`src/rtl/mem_march_initiator.sv`:
```
// mem_march_initiator: march BIST initiator; writes pattern to all words, reads back, reports errors. Ports: clk/rst, start/invert control, busy/done/pass/err_count/first_err_addr status, mem_* bus.
module mem_march_initiator #(
  parameter int DW = 8,
  parameter int AW = 5,
  parameter logic [DW-1:0] SEED = DW'(8'hA5)
) (
  input  logic          clk,
  input  logic          rst,
  input  logic          start,
  input  logic          invert,
  output logic          busy,
  output logic          done,
  output logic          pass,
  output logic [AW:0]   err_count,
  output logic [AW-1:0] first_err_addr,
  output logic          mem_write,
  output logic          mem_read,
  output logic [AW-1:0] mem_addr,
  output logic [DW-1:0] mem_data_in,
  input  logic [DW-1:0] mem_data_out
);
  typedef enum logic [2:0] {IDLE, WRITE, READ, DRAIN, DONE} state_t;
  localparam logic [AW-1:0] LAST = '1;
  state_t state;
  logic inv, cmp_valid;
  logic [DW-1:0] exp_q;
  logic [AW-1:0] cmp_addr;
  function automatic logic [DW-1:0] pat(input logic [AW-1:0] a, input logic i);
    return DW'(a) ^ SEED ^ {DW{i}};
  endfunction
  assign busy = (state == WRITE) || (state == READ) || (state == DRAIN);
  assign done = state == DONE;
  assign pass = done && (err_count == '0);
  // mem_addr doubles as the address counter; it is 0 outside WRITE/READ.
  always_ff @(posedge clk) begin
    if (rst) begin
      state <= IDLE;
      inv <= 1'b0;
      cmp_valid <= 1'b0;
      exp_q <= '0;
      cmp_addr <= '0;
      err_count <= '0;
      first_err_addr <= '0;
      mem_write <= 1'b0;
      mem_read <= 1'b0;
      mem_addr <= '0;
      mem_data_in <= '0;
    end else begin
      // err_count is zero until the first mismatch, so it doubles as the err flag.
      if (cmp_valid && mem_data_out != exp_q) begin
        err_count <= err_count + 1'b1;
        if (err_count == '0) first_err_addr <= cmp_addr;
      end
      cmp_valid <= 1'b0;
      case (state)
        IDLE, DONE: if (start) begin
          state <= WRITE;
          inv <= invert;
          mem_write <= 1'b1;
          mem_addr <= '0;
          mem_data_in <= pat('0, invert);
          err_count <= '0;
          first_err_addr <= '0;
        end
        WRITE: begin
          mem_addr <= mem_addr + 1'b1;
          mem_data_in <= pat(mem_addr + 1'b1, inv);
          if (mem_addr == LAST) begin
            state <= READ;
            mem_write <= 1'b0;
            mem_read <= 1'b1;
            mem_data_in <= '0;
          end
        end
        READ: begin
          cmp_valid <= 1'b1;
          exp_q <= pat(mem_addr, inv);
          cmp_addr <= mem_addr;
          mem_addr <= mem_addr + 1'b1;
          if (mem_addr == LAST) begin
            state <= DRAIN;
            mem_read <= 1'b0;
          end
        end
        DRAIN: state <= DONE;
        default: state <= IDLE;
      endcase
    end
  end
endmodule

```
`config.mk`:
```
export PLATFORM = sky130hd
export DESIGN_NAME = mem_march_initiator
export DESIGN_NICKNAME = d
export VERILOG_FILES = /design/src/rtl/mem_march_initiator.sv
export SDC_FILE = /design/constraint.sdc
export NUM_CORES = 1
export LEC_CHECK = 0
export ABC_AREA = 1
export ABC_CLOCK_PERIOD_IN_PS = 1400
export CAP_MARGIN = 20
export CORE_MARGIN = 2
export CORE_UTILIZATION = 46
export CTS_CLUSTER_SIZE = 25
export DETAILED_ROUTE_END_ITERATION = 6
export GPL_TIMING_DRIVEN = 0
export PLACE_DENSITY = 0.75
export SETUP_SLACK_MARGIN = 0.4
export SLEW_MARGIN = 30
export SYNTH_ARGS = -nofsm -noshare
export SYNTH_HDL_FRONTEND = slang
export SYNTH_SLANG_ARGS = --single-unit
```
`constraint.sdc`:
```
create_clock -name clk -period 1.4 [get_ports clk]
set_input_delay 0.21 -clock clk [delete_from_list [all_inputs] [get_ports clk]]
set_output_delay 0.21 -clock clk [all_outputs]
set_load 0.01 [all_outputs]
```
=== Word-level counts from Yosys, hierarchy flattened ===
Cells that the tools add are included.

* Bitwise logic cells: 5
* Add/sub/neg operators: 2
* Reduce and logical (&&, ||, !) cells: 17
* Equality and inequality tests: 9
* Multiplexer cells: 22

{| class="wikitable"
|+ Operators by type and width
! cell !! count
|-
| 2-to-1 mux 5 bit || 5
|-
| 2-to-1 mux 6 bit || 3
|-
| 2-to-1 mux 8 bit || 2
|-
| one-hot mux 8 bit (2 select lines) || 1
|-
| XOR 8 bit || 2
|-
| one-hot mux 3 bit (4 select lines) || 1
|-
| one-hot mux 5 bit (2 select lines) || 1
|-
| 2-to-1 mux 3 bit || 3
|-
| AND reduction 3 bit || 3
|-
| != test 8 bit || 1
|-
| NOT 2 -> 4 bit || 2
|-
| adder 6 x 1 -> 6 bit, second input constant || 1
|-
| == test 3 x 2 -> 1 bit, second input constant || 2
|-
| logical NOT 6 bit || 1
|-
| AND reduction 2 bit || 3
|-
| nonzero test 2 bit || 3
|-
| adder 5 x 1 -> 5 bit, second input constant || 1
|-
| == test 5 bit, second input constant || 1
|-
| 2-to-1 mux 1 bit || 4
|-
| != test 2 x 1 -> 1 bit, second input constant || 2
|-
| NOT 4 bit || 1
|-
| one-hot mux 1 bit (2 select lines) || 2
|-
| OR reduction 2 bit || 2
|-
| == test 3 x 1 -> 1 bit, second input constant || 1
|-
| other kinds (5) || 7
|}

* Output and inout bits: 29
* Logic and storage cells: 66
* Bits of input ports: 12
* Register bits after elaboration: 44

=== Depth between registers and ports, before layout ===
* Depth after elaboration: 5
* Mapped depth: 11
* Gate-level depth less buffers: 11

=== Least setup slack after synthesis ===
No wires, ideal clock.

* Path kind: reg2reg
* From: register mem_addr[0]
* To: register mem_data_in[3]
* Setup time: 0.114 ns
* Stages on the path, launching flop included: 12
* Path buffers: 0
* Required time: 1.286 ns
* Period minus slack after synthesis: 1.593 ns
* Path slack: -0.193 ns
* Arrival: 1.480 ns
* Cells stage by stage: dfxtp_1 ha_1 nand2_1 nor2_1 ha_1 inv_1 nand2_1 nor2_1 inv_1 nor2_1 o21bai_1 inv_1

* Longest elaborated chain between the ends: 4
* Elaborated cells between the ends (all ways): 5
* Those cells by class: add/sub (1); eq/ne (1); mux (2); bitwise (1)

{| class="wikitable"
|+ RTL lines
! element !! line !! RTL
|-
| start, declared || 18 || <nowiki>output logic [AW-1:0] mem_addr,</nowiki>
|-
| start signal, assigned || 66 || <nowiki>mem_addr <= mem_addr + 1'b1;</nowiki>
|-
| start signal, assigned || 79 || <nowiki>mem_addr <= mem_addr + 1'b1;</nowiki>
|-
| adder 5 x 1 -> 5 bit || 67 || <nowiki>mem_data_in <= pat(mem_addr + 1'b1, inv);</nowiki>
|-
| XOR 8 bit || 29 || <nowiki>return DW'(a) ^ SEED ^ {DW{i}};</nowiki>
|-
| 2-to-1 mux 8 bit (*) || 68 || <nowiki>if (mem_addr == LAST) begin</nowiki>
|-
| one-hot mux 8 bit (2 select lines) (*) || 55 || <nowiki>case (state)</nowiki>
|-
| end signal, assigned || 61 || <nowiki>mem_data_in <= pat('0, invert);</nowiki>
|-
| end signal, assigned || 67 ||
|-
| end, declared || 19 || <nowiki>output logic [DW-1:0] mem_data_in,</nowiki>
|}

Mark *: on every way between the ends. The rest lies on a longest branch, timed or not.
A chain may end at the register's enable or synchronous reset.

=== Worst setup path in the final report ===
* From: register err_count[0]
* To: output port pass

* Longest elaborated chain between the ends: 2

{| class="wikitable"
|+ RTL lines
! element !! line !! RTL
|-
| start, declared || 14 || <nowiki>output logic [AW:0] err_count,</nowiki>
|-
| start signal, assigned || 51 || <nowiki>err_count <= err_count + 1'b1;</nowiki>
|-
| logical NOT 6 bit || 33 || <nowiki>assign pass = done && (err_count == '0);</nowiki>
|-
| logical AND 1 bit || 33 ||
|-
| end, declared || 13 || <nowiki>output logic pass,</nowiki>
|}

Every way passes these cells.

==> results.py <==
metrics = {
    "global_route": {
        "grtUsageTotal": 0.243,
        "antenna_found_initial": 0,
        "grt_overflow": 0,
        "grt_pass1_wl_um": 9580,
        "grt_pass1_vias": 2076,
        "grt_max_degree": 13,
    },
    "placed_design": {
        "place_ws_ns": -0.486,
        "place.gp.congestion": 0.872,
        "dp_hpwl_um": 3350,
        "port_buffers": 40,
    },
    "clocking": {
        "clkSinkCount": 42,
        "cts_tree": "built",
        "cts_htree_levels": 2,
        "cts-root-buf": "clkbuf_8",
        "clock_latency_ns": 0.30,
        "numCtsBuffers": 5,
        "clockBufferDepth": 2,
        "path_clk_slew_ns": 0.08,
    },
    "yosys": {
        "synthesis.area_mm2": 0.00205,
        "synth_top_area_cell": "dfxtp_1",
        "synth.most_common_cell": "nand2_1",
        "synth_area_leaders": "dfxtp_1 (41%), nand2_1 (11%), inv_1 (7.7%)",
        "synthCells": 281,
        "synth_warnings": 0,
        "synth-async-reset-ratio": 0,
        "yosysUniqueCellTypes": 31,
        "synth_edf_count": 0,
        "synthFlopType": "dfxtp_1",
        "ys_seq_area_frac": 0.411,
        "syn_nets": 297,
        "ys_seq_elements": 42,
        "syn_area_per_cell_um2": 7.28,
        "synth_common_cells": "nand2_1 (59), dfxtp_1 (42), inv_1 (42)",
        "synth.top_cell.area_share": 0.411,
    },
    "critical_path": {
        "cp_max_fo": 2,
        "worstPathRequired_ns": 1.19,
        "critPathCaptureType": "output port",
        "path_class": "flip-flop to output port",
        "critPathLaunchType": "flip-flop",
        "cp.arrival_ns": 1.35,
    },
    "power": {
        "power_frac_comb": 0.245,
        "clock_power_share": 0.297,
        "power_density_mw_per_mm2": 761,
        "ir_drop_mv": 0.690,
        "pwr-share-seq": 0.458,
        "sw_frac_of_total": 0.299,
        "leakage_nw": 1.58,
        "p_int_mw": 1.94,
        "p_total_mw": 2.76,
        "p_sw_mw": 0.826,
    },
    "floorplan": {
        "die_y_um": 70.7,
        "die_x_um": 70.7,
        "fp.coreArea_mm2": 0.00432,
        "rows": 24,
        "initial_utilization": 0.473,
        "die_area_mm2": 0.00500,
        "io_pins": 41,
    },
    "timing": {
        "setup_viol": 12,
        "worst_pin_slew_ns": 0.695,
        "fin_ws_ns": -0.160,
        "final_min_period_over_clock_period": 1.11,
        "finalCriticalPeriod_ns": 1.56,
        "timing.final.hold_violations": 0,
        "skew_ns": 0.00902,
        "max_freq_mhz": 641,
        "rsz0062_at_grt": "yes",
        "maxSlewHeadroom": 0.536,
        "drv_slew": 0,
    },
    "cells_and_area": {
        "num-fill-cells": 222,
        "nets": 391,
        "syn_to_final_growth_pct": 77.4,
        "drive_gt1_frac": 0.590,
        "fin_util": 0.840,
        "multi_input_area_mm2": 0.00146,
        "seqCellArea_um2": 916,
        "n_antenna_cell": 0,
    },
    "drt": {
        "ant_nets": 0,
        "drtIter0Drc": 102,
        "vias": 2233,
        "drcViolationCount": 0,
        "viasPerCell": 5.22,
        "wire_per_inst_um": 16.4,
        "firstDrtPassIters": 5,
        "routed_wl_um": 7020,
    },
    "run_status": {
        "outcome": "complete, but fails checks",
        "violations": "negative setup slack",
    },
    "run": {
        "drv_cap": 0,
    },
    "worst_hold_path": {
        "hold_class": "flip-flop to flip-flop",
    },
}
-- power groups by stage --
| stage | logic, mW | registers, mW | clock network (mW) |
|---|---|---|---|
| 2_1_floorplan | 0.270 | 1.32 | 0 |
| 3_3_place_gp | 0.469 | 1.30 | 0 |
| 3_5_place_dp | 0.471 | 1.30 | 0 |
| 4_1_cts | 0.554 | 1.27 | 0.823 |
| 5_1_grt | 0.723 | 1.27 | 0.879 |
| 6_report | 0.677 | 1.27 | 0.822 |
-- cell usage in the layout (no fill, tap or decap), types with 5 or more instances in the layout --
cell           count
clkbuf_8           7
o21ai_0            8
inv_2             10
dfxtp_4           14
a21oi_1            7
dlygate4sd2_1      6
buf_4             20
nand4_1            6
buf_6             41
nor2_1            13
dfxtp_1           10
nand3_2            6
inv_1             30
dfxtp_2           18
nand2_4            7
nand2_1           47
buf_2             15
a21oi_2           17
nand2_2            7
o21ai_2            9
nor2_4            11
xor2_1             5
-- flip-flops by register name (all words and copies together), names as in the netlist --
register        cells
exp_q               7
mem_data_in         7
err_count           6
cmp_addr            5
first_err_addr      5
mem_addr            5
state               3
cmp_valid           1
inv                 1
mem_read            1
mem_write           1
-- final timing paths --
path                            startpoint                           to  slack (ns)  cells after the start
setup reg to reg  mem_addr[0]$_SDFFE_PP0P_  mem_data_in[4]$_SDFFE_PP0P_       -0.16                     11
setup / recovery   err_count[0]$_SDFF_PP0_                         pass       -0.16                      6
hold / removal       exp_q[0]$_SDFFE_PP0P_        exp_q[0]$_SDFFE_PP0P_        0.47                      2
hold reg to reg      exp_q[0]$_SDFFE_PP0P_        exp_q[0]$_SDFFE_PP0P_        0.47                      2
-- cells by family after synthesis --
group	after synthesis	share of synthesized area
compound gates	56	0.149
xor+xnor	14	0.0599
fa+ha+maj	4	0.0245
buf+inv	53	0.109
flops	42	0.411
simple gates	112	0.246
-- metal layers --
layer,part of all wire,vias up,GRT usage
met5,0,-,0
met4,0.038,0,0.103
met3,0.055,23,0.0556
met2,0.54,90,0.433
met1,0.37,1039,0.278
li1,-,1081,-
-- cell type report --
| cell class | count | share of cell area |
|---|---|---|
| Inverter | 45 | 0.0527 |
| Buffer | 8 | 0.0234 |
| Multi-Input combinational cell | 186 | 0.402 |
| Timing Repair inverter | 1 | 0.00310 |
| Timing Repair Buffer | 86 | 0.224 |
| Clock buffer | 8 | 0.0248 |
| Sequential cell | 42 | 0.252 |
| Tap cell | 52 | 0.0179 |
-- metrics by stage --
step                instance area (um^2)  hold WS (ns)  setup TNS (ns)  cells
floorplan                           2200         0.281               0    281
global placement                    2670         0.444           -7.24    373
detailed placement                  2670         0.456           -7.26    373
CTS                                 3210         0.416          -0.580    408
global route                        3630         0.494           -1.90    428
finish                              3630         0.471           -1.04    428
-- repair_timing --
action                                  in CTS  in global routing
hold buffers                                 0                  0
pin swaps                                   32                 35
resized for setup                          248                 65
endpoints found under the setup margin      71                 59
gates cloned                                 4                  0
setup buffers                               23                 20
-- worst max-delay path, cell delays in order, from the launching register on --
cell and delay (ns):
dfxtp_4 0.36, inv_4 0.06, ha_4 0.13, nand3_4 0.06
nor3_4 0.17, and2_4 0.17, buf_6 0.09
No activity file was read; power rests on OpenSTA's default activity.
==> edit, RTL diff (same flow settings) <==
Encoding of `state_t`: now one-hot (5 bits for 5 states).
--- a/src/rtl/mem_march_initiator.sv
+++ b/src/rtl/mem_march_initiator.sv
@@ -19,7 +19,7 @@
   output logic [DW-1:0] mem_data_in,
   input  logic [DW-1:0] mem_data_out
 );
-  typedef enum logic [2:0] {IDLE, WRITE, READ, DRAIN, DONE} state_t;
+  typedef enum logic [4:0] {IDLE = 5'b00001, WRITE = 5'b00010, READ = 5'b00100, DRAIN = 5'b01000, DONE = 5'b10000} state_t;
   localparam logic [AW-1:0] LAST = '1;
   state_t state;
   logic inv, cmp_valid;
Function: same outputs for any inputs over 10 cycles, from zero or initial values and one cycle with rst high; not proved beyond that.
==> edit against the unedited design <==
The run still ends with negative setup slack left; count of clock-buffer cells in the layout is 2 lower; power is 6.7% higher; wire length is 14% higher; cell count is 9.1% higher; first-iteration DRC count is 150% higher; cell area is 1.7% higher; area after synthesis is 9.6% higher; sequential cell count is 2 higher; global-route usage is 3.2 points higher; setup slack worse by 0.15 ns; largest power group unchanged.
==> edit: results (changes against the unedited design) <==
outcome: "finished, violations left"
violations: "negative setup slack"
synthDistinctLibCells: 33  # +6.5%
min_to: "mem_read"
seq_share_pct: 25.7  # +0.46 points
portBuffers: 39  # -2.5%
post_cts_buffers: 34  # +48%
power_frac_clock_pct: 32.3  # +2.6 points
detail_route.vias_per_cell: 5.36  # +2.7%
synth_nets: 328  # +10%
reg2reg_to: "mem_data_in[3]"
synth_seq_cells: 44  # +4.8%
final.fill_count: 266  # +20%
p_int_mw: 2.04  # +5.1%
powerClk_mw: 0.951  # +16%
drt_wl_total_um: 7990  # +14%
ys_top_cells_by_area: "dfxtp_1, nand2_1, inv_1, a21oi_1, nor2_1"
worst_slack_ns: -0.312  # -0.153 ns
hold_ws_ns: 0.334  # -0.137 ns
buf_share_pct: 22.0  # -2.7 points
fin_area_sq_um: 3690  # +1.7%
pre_cts_slack_ns: -0.496  # -0.0101 ns
finalSetupViolCount: 32  # +20
multi_input_area_sq_um: 1500  # +2.7%
r2r-start: "state[2]"
hold_path.class: "input port to register"
grt_max_degree: 16  # +3
place_area_sq_um: 2810  # +5.3%
die_w_um: 73.8  # +4.4%
ir_drop_mv: 0.726  # +5.2%
synth_common_cells: "nand2_1, inv_1, dfxtp_1"
gr-usage-all-layers_pct: 27.5  # +3.2 points
worstSetupEndpoint: "pass"
syn_avg_cell_area_sq_um: 7.19  # -1.3%
ys_seq_area_share_pct: 39.3  # -1.8 points
skew_ns: 0.00807  # -0.000953 ns
layout-drive-gt1-share_pct: 53.3  # -5.8 points
finalSetupTns_ns: -2.76  # -1.72 ns
startpoint: "err_count[1]"
place_congestion: 0.854  # -2.0%
reg2reg_depth: 7  # -4
nNonClkInverters: 55  # +20%
r2r_setup_slack_ns: -0.12  # +0.04 ns
max_slew.worst_pin.slew_ns: 0.820  # +0.125 ns
clkCellAreaFrac_pct: 3.02  # +0.53 points
p_seq_share_pct: 45.1  # -0.7 points
dp.cells: 418  # +12%
n_all_buffers: 88  # -6.4%
multi_input_gates: 205  # +10%
hold_start: "rst"
arrival_ns: 1.50  # +0.15 ns
p_leak_nw: 1.57  # -0.47%
drtIter0Drc: 254  # +150%
## edit: cell count changes in the layout (fill, tap and decap cells not counted), sizes merged, moves of 3 or more
| cell | unedited run | this run |
|---|---|---|
| dlygate4sd2 | 6 | 0 |
| clkdlybuf4s50 | 2 | 10 |
| xnor2 | 8 | 4 |
| nand3 | 10 | 19 |
| clkbuf | 11 | 8 |
| buf | 80 | 76 |
| o21bai | 4 | 0 |
| dlymetal6s2s | 3 | 0 |
| inv | 45 | 54 |
| nand2 | 62 | 73 |
## edit: per-layer routing
layer | track usage (%) | part of all wire (%) | vias to the layer above
met2 | 48.8 | 49 | 130
met5 | 0 | 0 | -
met4 | 9.70 | 3.1 | 0
li1 | - | - | 1167
met3 | 6.72 | 7.9 | 26
met1 | 31.8 | 40 | 1179
## edit: logic make-up after synthesis
logic type      count (synthesis)  share of synthesized area, %
fa+ha+maj                       4                          2.23
flops                          44                          39.3
simple gates                  135                          30.2
xor+xnor                       10                          3.90
buf+inv                        64                          11.3
compound gates                 55                          13.1
